==> src/rtl/data_parser_qformat_stream.sv <==
// Keypad key codes to NUM/OP/paren/control tokens. NUM is two's-complement Q(INT_BITS).(FRAC_BITS).
// The decimal fraction is converted by a restoring divider. Define FRAC_ROUND_EN to round half up instead of truncating.
module data_parser_qformat_stream #(
  parameter int INT_BITS        = 16,
  parameter int FRAC_BITS       = 8,
  parameter int MAX_FRAC_DIGITS = 4
) (
  input  logic                          clk,
  input  logic                          rst_n,
  input  logic [4:0]                    key_code,
  input  logic                          key_valid,
  output logic                          key_ready,
  output logic                          tok_valid,
  input  logic                          tok_ready,
  output logic [2:0]                    tok_type,
  output logic [INT_BITS+FRAC_BITS-1:0] tok_value,
  output logic [3:0]                    tok_op,
  output logic [1:0]                    tok_prec,
  output logic                          tok_ovf
);
  function automatic int pow10(input int n);
    int p = 1;
    for (int i = 0; i < n; i++) p = p * 10;
    return p;
  endfunction

  localparam int W   = INT_BITS + FRAC_BITS;
  localparam int PW  = $clog2(pow10(MAX_FRAC_DIGITS) + 1);
  localparam int RW  = PW + 1;
  localparam int AW  = INT_BITS + 4;
`ifdef FRAC_ROUND_EN
  localparam int ITERS = FRAC_BITS + 1;
`else
  localparam int ITERS = FRAC_BITS;
`endif
  localparam int CW  = $clog2(ITERS + 1);
  localparam int FDW = $clog2(MAX_FRAC_DIGITS + 1);
  localparam logic [AW-1:0] ACC_MAX = AW'((1 << (INT_BITS-1)) - 1);

  typedef enum logic [2:0] {S_IDLE, S_INT, S_FRAC, S_CONV, S_EMIT_NUM, S_EMIT_KEY} state_t;
  state_t state, state_d;

  logic [AW-1:0]  acc;
  logic [PW-1:0]  frac, p10;
  logic [RW-1:0]  r;
  logic [FRAC_BITS-1:0] q;
  logic [FDW-1:0] fdig;
  logic [CW-1:0]  cnt;
  logic           neg, sat;
  logic [4:0]     pend;

  logic is_digit, is_dot, is_neg, is_clr, is_tok, accept, last, ge;
  logic [AW-1:0] acc_nxt;
  logic [PW-1:0] frac_nxt, p10_nxt;
  logic [RW-1:0] r2, rn;
  logic [W-1:0]  mag, num_value;
  logic [2:0]    ptype;
  logic [1:0]    pprec;

  assign is_digit = key_code <= 5'd9;
  assign is_dot   = key_code == 5'd25;
  assign is_neg   = key_code == 5'd23;
  assign is_clr   = key_code == 5'd27;
  assign is_tok   = (key_code >= 5'd10 && key_code <= 5'd22) || key_code == 5'd24 ||
                    (key_code >= 5'd26 && key_code <= 5'd28);
  assign accept   = key_valid && key_ready;

  assign acc_nxt  = acc * AW'(10) + AW'(key_code);
  assign frac_nxt = frac * PW'(10) + PW'(key_code);
  assign p10_nxt  = p10 * PW'(10);

  // One restoring-division step: remainder stays below p10 throughout.
  assign r2   = r << 1;
  assign ge   = r2 >= RW'(p10);
  assign rn   = ge ? r2 - RW'(p10) : r2;
  assign last = cnt == CW'(ITERS - 1);

`ifdef FRAC_ROUND_EN
  logic [FRAC_BITS:0] q_rnd;
  assign q_rnd = {1'b0, q} + (FRAC_BITS+1)'(ge);
`endif

  assign mag       = sat ? {ACC_MAX[INT_BITS-1:0], {FRAC_BITS{1'b1}}} : {acc[INT_BITS-1:0], q};
  assign num_value = neg ? W'(-mag) : mag;

  always_comb begin
    case (pend)
      5'd21:   ptype = 3'd2;
      5'd22:   ptype = 3'd3;
      5'd26:   ptype = 3'd4;
      5'd27:   ptype = 3'd5;
      5'd28:   ptype = 3'd6;
      default: ptype = 3'd1;
    endcase
    case (pend)
      5'd10, 5'd11:                                   pprec = 2'd1;
      5'd12, 5'd13:                                   pprec = 2'd2;
      5'd14, 5'd15, 5'd16, 5'd17, 5'd18, 5'd24:       pprec = 2'd3;
      default:                                        pprec = 2'd0;
    endcase
  end

  always_ff @(posedge clk or negedge rst_n)
    if (!rst_n) state <= S_IDLE;
    else        state <= state_d;

  always_comb begin
    state_d   = state;
    key_ready = 1'b0;
    tok_valid = 1'b0;
    tok_type  = '0;
    tok_value = '0;
    tok_op    = '0;
    tok_prec  = '0;
    tok_ovf   = 1'b0;
    case (state)
      S_IDLE: begin
        key_ready = 1'b1;
        if (accept) begin
          if (is_digit)    state_d = S_INT;
          else if (is_dot) state_d = S_FRAC;
          else if (is_tok) state_d = S_EMIT_KEY;
        end
      end
      S_INT, S_FRAC: begin
        key_ready = 1'b1;
        if (accept) begin
          if (is_dot)      state_d = S_FRAC;
          else if (is_clr) state_d = S_EMIT_KEY;
          else if (is_tok) state_d = (fdig != '0) ? S_CONV : S_EMIT_NUM;
        end
      end
      S_CONV: if (last) state_d = S_EMIT_NUM;
      S_EMIT_NUM: begin
        tok_valid = 1'b1;
        tok_value = num_value;
        tok_ovf   = sat;
        if (tok_ready) state_d = S_EMIT_KEY;
      end
      S_EMIT_KEY: begin
        tok_valid = 1'b1;
        tok_type  = ptype;
        if (ptype == 3'd1) begin
          tok_op   = 4'(pend - 5'd10);
          tok_prec = pprec;
        end
        if (tok_ready) state_d = S_IDLE;
      end
      default: state_d = S_IDLE;
    endcase
  end

  always_ff @(posedge clk or negedge rst_n) begin
    if (!rst_n) begin
      acc <= '0; frac <= '0; p10 <= PW'(1); r <= '0; q <= '0;
      fdig <= '0; cnt <= '0; neg <= 1'b0; sat <= 1'b0; pend <= '0;
    end else begin
      case (state)
        S_IDLE: if (accept) begin
          if (is_digit)    acc <= AW'(key_code);
          else if (is_neg) neg <= ~neg;
          else if (is_tok) begin
            pend <= key_code;
            if (is_clr) neg <= 1'b0;
          end
        end
        S_INT, S_FRAC: if (accept) begin
          if (is_digit) begin
            if (state == S_INT) begin
              // Once past the positive limit the integer part freezes; output saturates.
              if (!sat) begin
                if (acc_nxt > ACC_MAX) sat <= 1'b1;
                else                   acc <= acc_nxt;
              end
            end else if (fdig < FDW'(MAX_FRAC_DIGITS)) begin
              frac <= frac_nxt;
              p10  <= p10_nxt;
              fdig <= fdig + 1'b1;
            end
          end else if (is_clr) begin
            acc <= '0; frac <= '0; p10 <= PW'(1); fdig <= '0;
            neg <= 1'b0; sat <= 1'b0; pend <= key_code;
          end else if (is_tok) begin
            pend <= key_code;
            r    <= RW'(frac);
            q    <= '0;
            cnt  <= '0;
          end
        end
        S_CONV: begin
          cnt <= cnt + 1'b1;
          r   <= rn;
`ifdef FRAC_ROUND_EN
          // Guard iteration: add the next quotient bit; a carry bumps the integer part.
          if (last) begin
            q <= q_rnd[FRAC_BITS-1:0];
            if (q_rnd[FRAC_BITS]) begin
              if (acc >= ACC_MAX) sat <= 1'b1;
              else                acc <= acc + 1'b1;
            end
          end else
            q <= (q << 1) | FRAC_BITS'(ge);
`else
          q <= (q << 1) | FRAC_BITS'(ge);
`endif
        end
        S_EMIT_NUM: if (tok_ready) begin
          acc <= '0; frac <= '0; p10 <= PW'(1); fdig <= '0; q <= '0;
          neg <= 1'b0; sat <= 1'b0;
        end
        default: ;
      endcase
    end
  end
endmodule

==> config.mk <==
export PLATFORM = sky130hd
export DESIGN_NAME = data_parser_qformat_stream
export DESIGN_NICKNAME = d
export VERILOG_FILES = /design/src/rtl/data_parser_qformat_stream.sv
export SDC_FILE = /design/constraint.sdc
export NUM_CORES = 1
export LEC_CHECK = 0
export CAP_MARGIN = 20
export CORE_MARGIN = 2
export CORE_UTILIZATION = 66
export DETAILED_ROUTE_END_ITERATION = 10
export PLACE_DENSITY = 0.94
export SETUP_SLACK_MARGIN = 0.3
export SLEW_MARGIN = 5
export SYNTH_ARGS = -nofsm -noshare
export SYNTH_HDL_FRONTEND = slang
export SYNTH_SLANG_ARGS = --single-unit
==> constraint.sdc <==
create_clock -name clk -period 11.8 [get_ports clk]
set_input_delay 2.36 -clock clk [delete_from_list [all_inputs] [get_ports clk]]
set_output_delay 2.36 -clock clk [all_outputs]
set_load 0.03 [all_outputs]
==> results of run 1 <==
## cell families after synthesis
kind of cell,Yosys count,share of synthesized area (%)
xor+xnor,71,7.68
flops,86,25.7
compound gates,276,22.1
mux,30,3.75
buf+inv,96,4.60
simple gates,355,20.2
fa+ha+maj,103,15.9
## worst reg2reg max path, stage by stage (launching register included)
cell and delay [ps]:
dfrtp_1 480, ha_1 340, ha_1 230, fa_1 450, a21oi_1 290, o21a_1 220
o211ai_1 120, a32o_1 260, or4_1 640, or4b_4 560, o21ai_2 150, o211a_1 210
o21ai_4 170, mux2_2 340
## final cells by class
type                    instances  area (um^2)
multi-input cells             835         5840
fillers                       874         3330
flip-flops and latches         86         2150
repair buffers                 50          495
clock buffers                   9          225
well taps                     172          215
inverters                      48          180
clock inverters                 7         81.3
## report_power, final
part | leakage, nW | total [mW] | internal, mW | switching [mW]
clock | 0.147 | 0.296 | 0.167 | 0.129
combinational | 2.98 | 1.43 | 0.594 | 0.835
sequential | 1.13 | 0.522 | 0.377 | 0.145
## state kept, by name (all words and copies together), names as in the netlist, 3 cells and up
signal and cells:
acc 19, cnt 4, fdig 3, frac 14, p10 14, pend 5, q 8, r 14
state 3
## routing by layer
| layer | share of wire (%) | routed length (um) | GRT usage, % |
|---|---|---|---|
| met5 | 0 | 0 | 0 |
| met4 | 2.3 | 483 | 10.4 |
| met3 | 6.7 | 1390 | 5.40 |
| met2 | 50 | 10200 | 52.3 |
| met1 | 41 | 8530 | 38.9 |
## worst paths after layout
check / from / endpoint / slack (ps) / cells after the start
max: q[4]$_DFFE_PN0P_ / tok_value[19] / 5170 / 11
min: p10[13]$_DFFE_PN0P_ / p10[13]$_DFFE_PN0P_ / 490 / 2
max reg2reg: acc[3]$_DFFE_PN0P_ / acc[1]$_DFFE_PN0P_ / 7220 / 13
min reg2reg: p10[13]$_DFFE_PN0P_ / p10[13]$_DFFE_PN0P_ / 490 / 2
max in group asynchronous: rst_n / p10[0]$_DFFE_PN1P_ / 9030 / 3
min in group asynchronous: rst_n / q[5]$_DFFE_PN0P_ / 1780 / 1
## Yosys cell counts (4+ instances only)
library cell / n
a211oi_1: 5
a21boi_0: 5
a21o_1: 18
a21oi_1: 59
a22o_1: 17
a31oi_1: 10
and2_1: 8
and3_1: 10
clkbuf_1: 42
dfrtp_1: 85
fa_1: 6
ha_1: 96
inv_1: 48
mux2_2: 11
mux2i_1: 19
nand2_1: 104
nand2b_1: 12
nand3_1: 20
nand3b_1: 5
nand4_1: 10
nor2_1: 111
nor2b_1: 17
nor3_1: 18
nor3b_1: 10
nor4_1: 5
o211ai_1: 9
o21a_1: 6
o21ai_0: 68
o21bai_1: 4
o22a_1: 4
o22ai_1: 11
o31ai_1: 16
o41ai_1: 7
or3_1: 7
xnor2_1: 47
xor2_1: 22
==> run metrics, run 1 <==
status completed; commonest non-fill, non-tap cell in the layout nor2_1; EDFF count, synth 0; final cell count without fillers 1207; Highest Clock Rate 151 MHz; CP max-delay cell o41ai_1; Critical Path End Type output port; I/O Pins 45; post_cts resized 0; area leader, netlist dfrtp_1; Overall Power 2.25 mW; largest net degree at the start of global routing 86; Longest Clk Path Bufs 2; Final Setup Violations 0; Top delay family on crit path simple AND/OR/NAND/NOR gates; Final Slew Violations 0; Final Routed Wirelength 20600 um; max-cap violation count 0; most frequent cells in the layout nor2_1 (111), nand2_1 (104), ha_1 (96), dfrtp_1 (85), o21ai_0 (67); Final GP Congestion 0.955; vias per std cell 6.39; Seq/Total Area, Yosys 25.7%; Mapped Area 8370 um^2; Finished Core Util 73.4%; setup ws final 5170 ps; Die Span Y 117 um; TNS Setup 0 ps; Final HPWL DP 15100 um; DRC errors left 0; nets@finish 1141; clk root buf clkbuf_16; endpoints failing hold 0; global-route wire length before repair 33400 um; Via Count 7714; CP peak stage delay 850 ps; number of clock buffers inserted by TritonCTS 9; initial antenna violation count 0; Clock Sinks 86; ys async rst share 100%; # rows 41; Max VDD drop 179 uV; Synth top area share 25.4%; initial core utilization 66.9%; post-route cell area 9190 um^2; CP required 9440 ps; worst-margin pin slew 1030 ps; Clock Skew 6.44 ps; synth unique cells 75; dpl cells 1189; Slew headroom 30.5%; Die Wd 117 um; #FFs+latches synth 86; RSZ-0062 raised after global routing false; main area contributors after synthesis dfrtp_1 (25%), ha_1 (14%), nor2_1 (5.0%); Final ANT Viol Nets 0; Pwr per Cell Area 245 nW/um^2; drt wl/cell 17.1 um; PortBufs 44; worst min-delay path class reg2reg; Critical Path, Cell by Cell nor4_1 > nand2_1 > or3_1 > nand3b_1 > nor3_1 > nand3b_1 > o41ai_1 > nand2_1 > xor2_1 > nor2_1 > clkdlybuf4s50_1; yosys synthesis warning count 0; Ant. Diodes 0; Crit Path Max Fanout 6; DIE AREA 13600 um^2; # hold bufs at CTS 0; number of global-route vias before repair 7206; Clock transition at path regs 70 ps; layout cell share with drive strength beyond 1 5.22%; core box area 12500 um^2; critical path class reg2out; first-pass iteration count of the detailed router 7; syn nets 1128; Total GRT Usage 30.4%; gr ovfl total 0; worst path bufs/invs 1; clock latency on the worst-skew pair 360 ps; main flop type after synthesis dfrtp_1; Final period util 56.1%; worst hold margin 491 ps; startpoint types flop; CTS tree yes; critical path arrival 4270 ps; Area growth syn-to-layout 9.75%; setup bufs post-CTS 0; mean post-synth cell area 8.23 um^2; worst slack, placed 5570 ps; First DRT Iteration DRCs 673; Final Critical Period 6630 ps; Leakage Power 4.26 nW; Syn Inst Count 1017; H-tree depth 3; DP Area 8850 um^2
No activity file was read; power rests on OpenSTA's default activity.
==> run 2, diff against run 1 <==
Settings changed: CORE_UTILIZATION 66 to 56, PLACE_DENSITY 0.94 to 0.85.
Clock period 11.8 ns to 6.07 ns, I/O delays scaled along.
==> run metrics, run 2 (synthesis gave the netlist of run 1 again) <==
startpoint types flop; vias per std cell 6.31 (-1.3%); Comb pwr share 62.7% (-0.9 points); I/O Pins 45 (unchanged); Via Count 7701 (-0.17%); Pint 2.25 mW (+98%); nets@finish 1143 (+0.18%); Seq pwr share 23.1% (about the same); worst path bufs/invs 1 (unchanged); Area growth syn-to-layout 10.2%; global-route wire length before repair 34700 um (+4.0%); status completed; CP peak stage delay 690 ps (-160 ps); Pwr per Cell Area 475 nW/um^2 (+94%); # rows 44 (+7.3%); setup bufs post-CTS 0 (unchanged); Finished Core Util 63.2% (-10 points); Top delay family on crit path simple AND/OR/NAND/NOR gates; drt wl/cell 16.8 um (-1.8%); post_cts resized 0 (unchanged); dpl cells 1205 (+1.3%); Biggest register acc; most frequent cells in the layout nor2_1 (111), nand2_1 (104), ha_1 (96), dfrtp_1 (85), o21ai_0 (67); initial core utilization 57.4% (-9.5 points); Final GP Congestion 0.894 (-6.4%); core box area 14600 um^2 (+17%); first-pass iteration count of the detailed router 5 (-2); Overall Power 4.38 mW (+95%); Final Routed Wirelength 20500 um (-0.66%); Final period util 88.1%; Final Critical Period 5350 ps; Clock Sinks 86 (unchanged); Net Sw Frac 48.6% (-0.85 points); critical path arrival 4130 ps (-140 ps); worst hold margin 495 ps (+3.94 ps); commonest non-fill, non-tap cell in the layout nor2_1; Leakage Power 4.27 nW (+0.28%); Critical Path, Cell by Cell nor2_1 > ha_1 > or3b_2 > o41ai_1 > nand2_1 > a21oi_1 > nand2_1 > a21oi_1 > nand2_1 > a21oi_1 > xnor2_1 > nor2_1 > clkdlybuf4s50_1; Longest Clk Path Bufs 2 (unchanged); sw power 2.13 mW (+91%); CP max-delay cell clkdlybuf4s50_1; max reg flops 19 (unchanged); Max VDD drop 285 uV (+59%); First DRT Iteration DRCs 855 (+27%); filler cell count 1216 (+39%); Final Setup Violations 0 (unchanged); largest net degree at the start of global routing 51 (-41%); Final HPWL DP 15100 um (about the same); max-cap violation count 0 (unchanged); Final Slew Violations 0 (unchanged); Crit Path Max Fanout 10 (+4); Die Span Y 126 um (+8.3%); Highest Clock Rate 187 MHz; endpoints failing hold 0 (unchanged); Clock Skew 9.05 ps (+2.61 ps); Clock transition at path regs 70 ps (about the same); final cell count without fillers 1221 (+1.2%); Total GRT Usage 26.3% (-4.2 points); DIE AREA 15900 um^2 (+17%); DRC errors left 0 (unchanged); worst min-delay path class reg2reg; critical path class reg2out; number of global-route vias before repair 7396 (+2.6%); Final ANT Viol Nets 0 (unchanged); gr ovfl total 0 (unchanged); Critical Path End Type output port; TNS Setup 0 ps (unchanged); Clk network pwr share 14.2% (+1.0 points); CTS tree yes; H-tree depth 3 (unchanged); RSZ-0062 raised after global routing false; clk root buf clkbuf_16; layout cell share with drive strength beyond 1 5.40% (+0.18 points); area of the multi-input gates 5840 um^2 (unchanged); Sequential Area 2150 um^2 (unchanged); Slew headroom 35.1% (+4.6 points); Ant. Diodes 0 (unchanged); clock latency on the worst-skew pair 360 ps (about the same); CP required 4860 ps (-4580 ps); # hold bufs at CTS 0 (unchanged); worst-margin pin slew 973 ps (-55.6 ps); PortBufs 44 (unchanged); initial antenna violation count 0 (unchanged); Die Wd 126 um (+8.3%); number of clock buffers inserted by TritonCTS 9 (unchanged)
[run 2: changes by cell type in the layout (fill, tap and decap cells not counted)]
cell / change
inv_6: -1
inv_8: +1
clkinvlp_4: +1
bufinv_16: +1
buf_4: +3
buf_12: -1
clkinv_4: -2
[run 2: layout make-up]
type	count	area share [%]
clock buffers	9	2.44
repair buffers	52	5.40
well taps	184	2.50
multi-input cells	835	63.2
flip-flops and latches	86	23.3
inverters	48	1.95
clock inverters	7	1.13
[run 2: path summary, 6_finish.rpt]
kind,startpoint,end,slack (ps),cells after the start
min in group asynchronous,rst_n,pend[0]$_DFFE_PN0P_,800,1
min,frac[13]$_DFFE_PN0P_,frac[13]$_DFFE_PN0P_,490,2
max,sat$_DFFE_PN0P_,tok_value[20],720,13
min reg2reg,frac[13]$_DFFE_PN0P_,frac[13]$_DFFE_PN0P_,490,2
max reg2reg,acc[1]$_DFFE_PN0P_,acc[4]$_DFFE_PN0P_,1310,13
max in group asynchronous,rst_n,p10[2]$_DFFE_PN0P_,4200,2
[run 2: stage by stage]
step | area, um^2 | setup WS (ps)
3_5_place_dp | 8900 | 991
5_1_grt | 9230 | 330
4_1_cts | 9230 | 708
2_1_floorplan | 8370 | 1290
6_report | 9230 | 722
3_3_place_gp | 8900 | 1160
[run 2: metal layers]
metal / global-route usage [%] / routed length (um) / vias up / share of wire [%]
li1: - / - / 3709 / -
met1: 34.7 / 8870 / 3650 / 43
met2: 43.8 / 9820 / 303 / 48
met3: 4.84 / 1370 / 39 / 6.7
met4: 8.21 / 413 / 0 / 2.0
met5: 0 / 0 / - / 0
[run 2: power by group through the flow]
stage	clock, mW	sequential [mW]	combinational, mW
2_1_floorplan	0	0.863	2.18
3_3_place_gp	0	1.01	2.61
3_5_place_dp	0	1.01	2.70
4_1_cts	0.623	1.00	2.73
5_1_grt	0.650	1.04	3.05
6_report	0.622	1.01	2.75
[run 2: worst register-to-register path: cells and delay by family, from the launching register on]
| kind | cells | cell delay (ps) |
|---|---|---|
| AO/OA/AOI/OAI | 7 | 1550 |
| AND/OR/NAND/NOR | 2 | 1210 |
| adder cells (fa/ha/maj) | 3 | 1050 |
| flip-flops | 1 | 490 |
| multiplexers | 1 | 350 |
==> run 3, diff against run 2 <==
Settings changed: GPL_TIMING_DRIVEN set to 0.
==> run metrics, run 3 (synthesis gave the netlist of run 1 again) <==
Clock Skew 9.90 ps (+0.851 ps); DP Area 9070 um^2 (+1.9%); TNS Setup 0 ps (unchanged); Longest Clk Path Bufs 2 (unchanged); dpl cells 1246 (+3.4%); CP max-delay cell or3b_2; Clock transition at path regs 60 ps (about the same); commonest non-fill, non-tap cell in the layout nor2_1; Max VDD drop 234 uV (-18%); CTS tree yes; critical path arrival 4240 ps (+110 ps); Stages on worst setup path 16 (+3); Top delay family on crit path simple AND/OR/NAND/NOR gates; Final Routed Wirelength 21800 um (+6.4%); Final period util 89.9% (+1.8 points); Final Critical Period 5450 ps (+106 ps); Highest Clock Rate 183 MHz (-2.0%); critical path class reg2out; # rows 44 (unchanged); layout cell share with drive strength beyond 1 5.29% (-0.11 points); Area growth syn-to-layout 12.1%; filler cell count 1176 (-3.3%); Pwr per Cell Area 470 nW/um^2 (-0.87%); Net Sw Frac 49.0% (+0.50 points); Pint 2.25 mW (-0.18%); largest net degree at the start of global routing 61 (+20%); RSZ-0062 raised after global routing false; worst-margin pin slew 674 ps (-299 ps); initial antenna violation count 0 (unchanged); drt wl/cell 17.2 um (+2.9%); worst path bufs/invs 4 (+3); Final ANT Viol Nets 0 (unchanged); Slew headroom 53.9% (+19 points); Clk network pwr share 12.8% (-1.4 points); # hold bufs at CTS 0 (unchanged); core box area 14600 um^2 (unchanged); Crit Path Max Fanout 10 (unchanged); number of global-route vias before repair 7550 (+2.1%); clk root buf clkbuf_16; setup ws final 616 ps (-106 ps); status completed; First DRT Iteration DRCs 912 (+6.7%); Seq pwr share 21.0% (-2.1 points); Final GP Congestion 0.938 (+5.0%); endpoints failing hold 0 (unchanged); Die Wd 126 um (unchanged); H-tree depth 3 (unchanged); sw power 2.16 mW (+1.8%); final cell count without fillers 1262 (+3.4%); CP startpoint sat$_DFFE_PN0P_; most frequent cells in the layout nor2_1 (111), nand2_1 (104), ha_1 (96), dfrtp_1 (85), o21ai_0 (68); Comb pwr share 66.1% (+3.4 points); global-route wire length before repair 36800 um (+5.8%); clock latency on the worst-skew pair 350 ps (about the same); max-cap violation count 0 (unchanged); CP required 4860 ps (about the same); PortBufs 44 (unchanged); nets@finish 1185 (+3.7%); worst hold margin 495 ps (-0.278 ps); Biggest register acc; setup bufs post-CTS 0 (unchanged); initial core utilization 57.4% (unchanged); worst slack, placed 349 ps (-642 ps); Leakage Power 4.34 nW (+1.6%); Critical Path, Cell by Cell clkbuf_2 > clkbuf_2 > clkbuf_2 > nor2_1 > ha_1 > or3b_2 > o41ai_2 > nand2_1 > a21oi_1 > nand2_1 > a21oi_2 > nand2_1 > a21oi_1 > xnor2_1 > nor2_1 > dlygate4sd2_1; CP peak stage delay 480 ps (-210 ps); Critical R2R Launch acc[1]$_DFFE_PN0P_; Clock Sinks 86 (unchanged); Final Setup Violations 0 (unchanged); Final Slew Violations 0 (unchanged); DIE AREA 15900 um^2 (unchanged); vias per std cell 6.24 (-1.0%); R2R cell count 15 (+2); Hold Path Depth 1 (-1); number of clock buffers inserted by TritonCTS 9 (unchanged); Final HPWL DP 16200 um (+7.3%); Critical Path End Type output port; startpoint types flop; Die Span Y 126 um (unchanged); hold wc startpoint acc[17]$_DFFE_PN0P_; worst min-delay path class reg2reg; Ant. Diodes 0 (unchanged); DRC errors left 0 (unchanged); gr ovfl total 0 (unchanged); post-route cell area 9380 um^2 (+1.7%); Via Count 7877 (+2.3%); max reg flops 19 (unchanged); I/O Pins 45 (unchanged); Total GRT Usage 27.9% (+1.7 points); first-pass iteration count of the detailed router 5 (unchanged)
-- run 3: stage by stage --
step                power [mW]  utilization, %
floorplan                 3.04               -
global placement          3.67            62.0
detailed placement        3.76            62.1
CTS                       4.37            64.2
global route              4.78            64.3
finish                    4.41            64.3
-- run 3: layer usage --
layer / global-route usage (%) / wire [um]
met4: 10.8 / 614
met2: 46.7 / 10400
met3: 3.65 / 1560
met5: 0 / 0
met1: 36.9 / 9210
-- run 3: worst reg2reg max path: cells and delay by family (launching register included) --
kind | cells | cell delay [ps]
fa+ha+maj | 3 | 1010
flops | 1 | 480
buf+inv | 2 | 360
compound gates | 8 | 1750
simple gates | 2 | 1020
-- run 3: timing repair --
item / in CTS / in global routing
endpoints found under the setup margin: 4 / 5
resized for setup: 5 / 6
gates cloned: 0 / 0
-- run 3: path summary, 6_finish.rpt --
path / to / slack, ps
max: tok_value[20] / 620
min: acc[17]$_DFFE_PN0P_ / 490
max reg2reg: acc[12]$_DFFE_PN0P_ / 1340
min reg2reg: acc[17]$_DFFE_PN0P_ / 490
max in group asynchronous: p10[0]$_DFFE_PN1P_ / 4630
min in group asynchronous: pend[3]$_DFFE_PN0P_ / 780
-- run 3: area by class of cell --
cell class | instances | area, um^2 | share of cell area [%]
clock buffer | 11 | 243 | 2.59
timing repair buffer | 46 | 467 | 4.97
multi-input combinational | 835 | 5840 | 62.3
sequential | 86 | 2150 | 23.0
inverter | 48 | 180 | 1.92
buffer | 48 | 209 | 2.23
tap | 184 | 230 | 2.45
clock inverter | 4 | 56.3 | 0.600
-- run 3: power groups by stage --
stage | logic (mW) | clock network, mW | registers (mW)
after floorplan | 2.18 | 0 | 0.863
after global placement | 2.75 | 0 | 0.920
after detailed placement | 2.84 | 0 | 0.927
after CTS | 2.88 | 0.567 | 0.919
after global routing | 3.24 | 0.590 | 0.946
final | 2.92 | 0.567 | 0.928
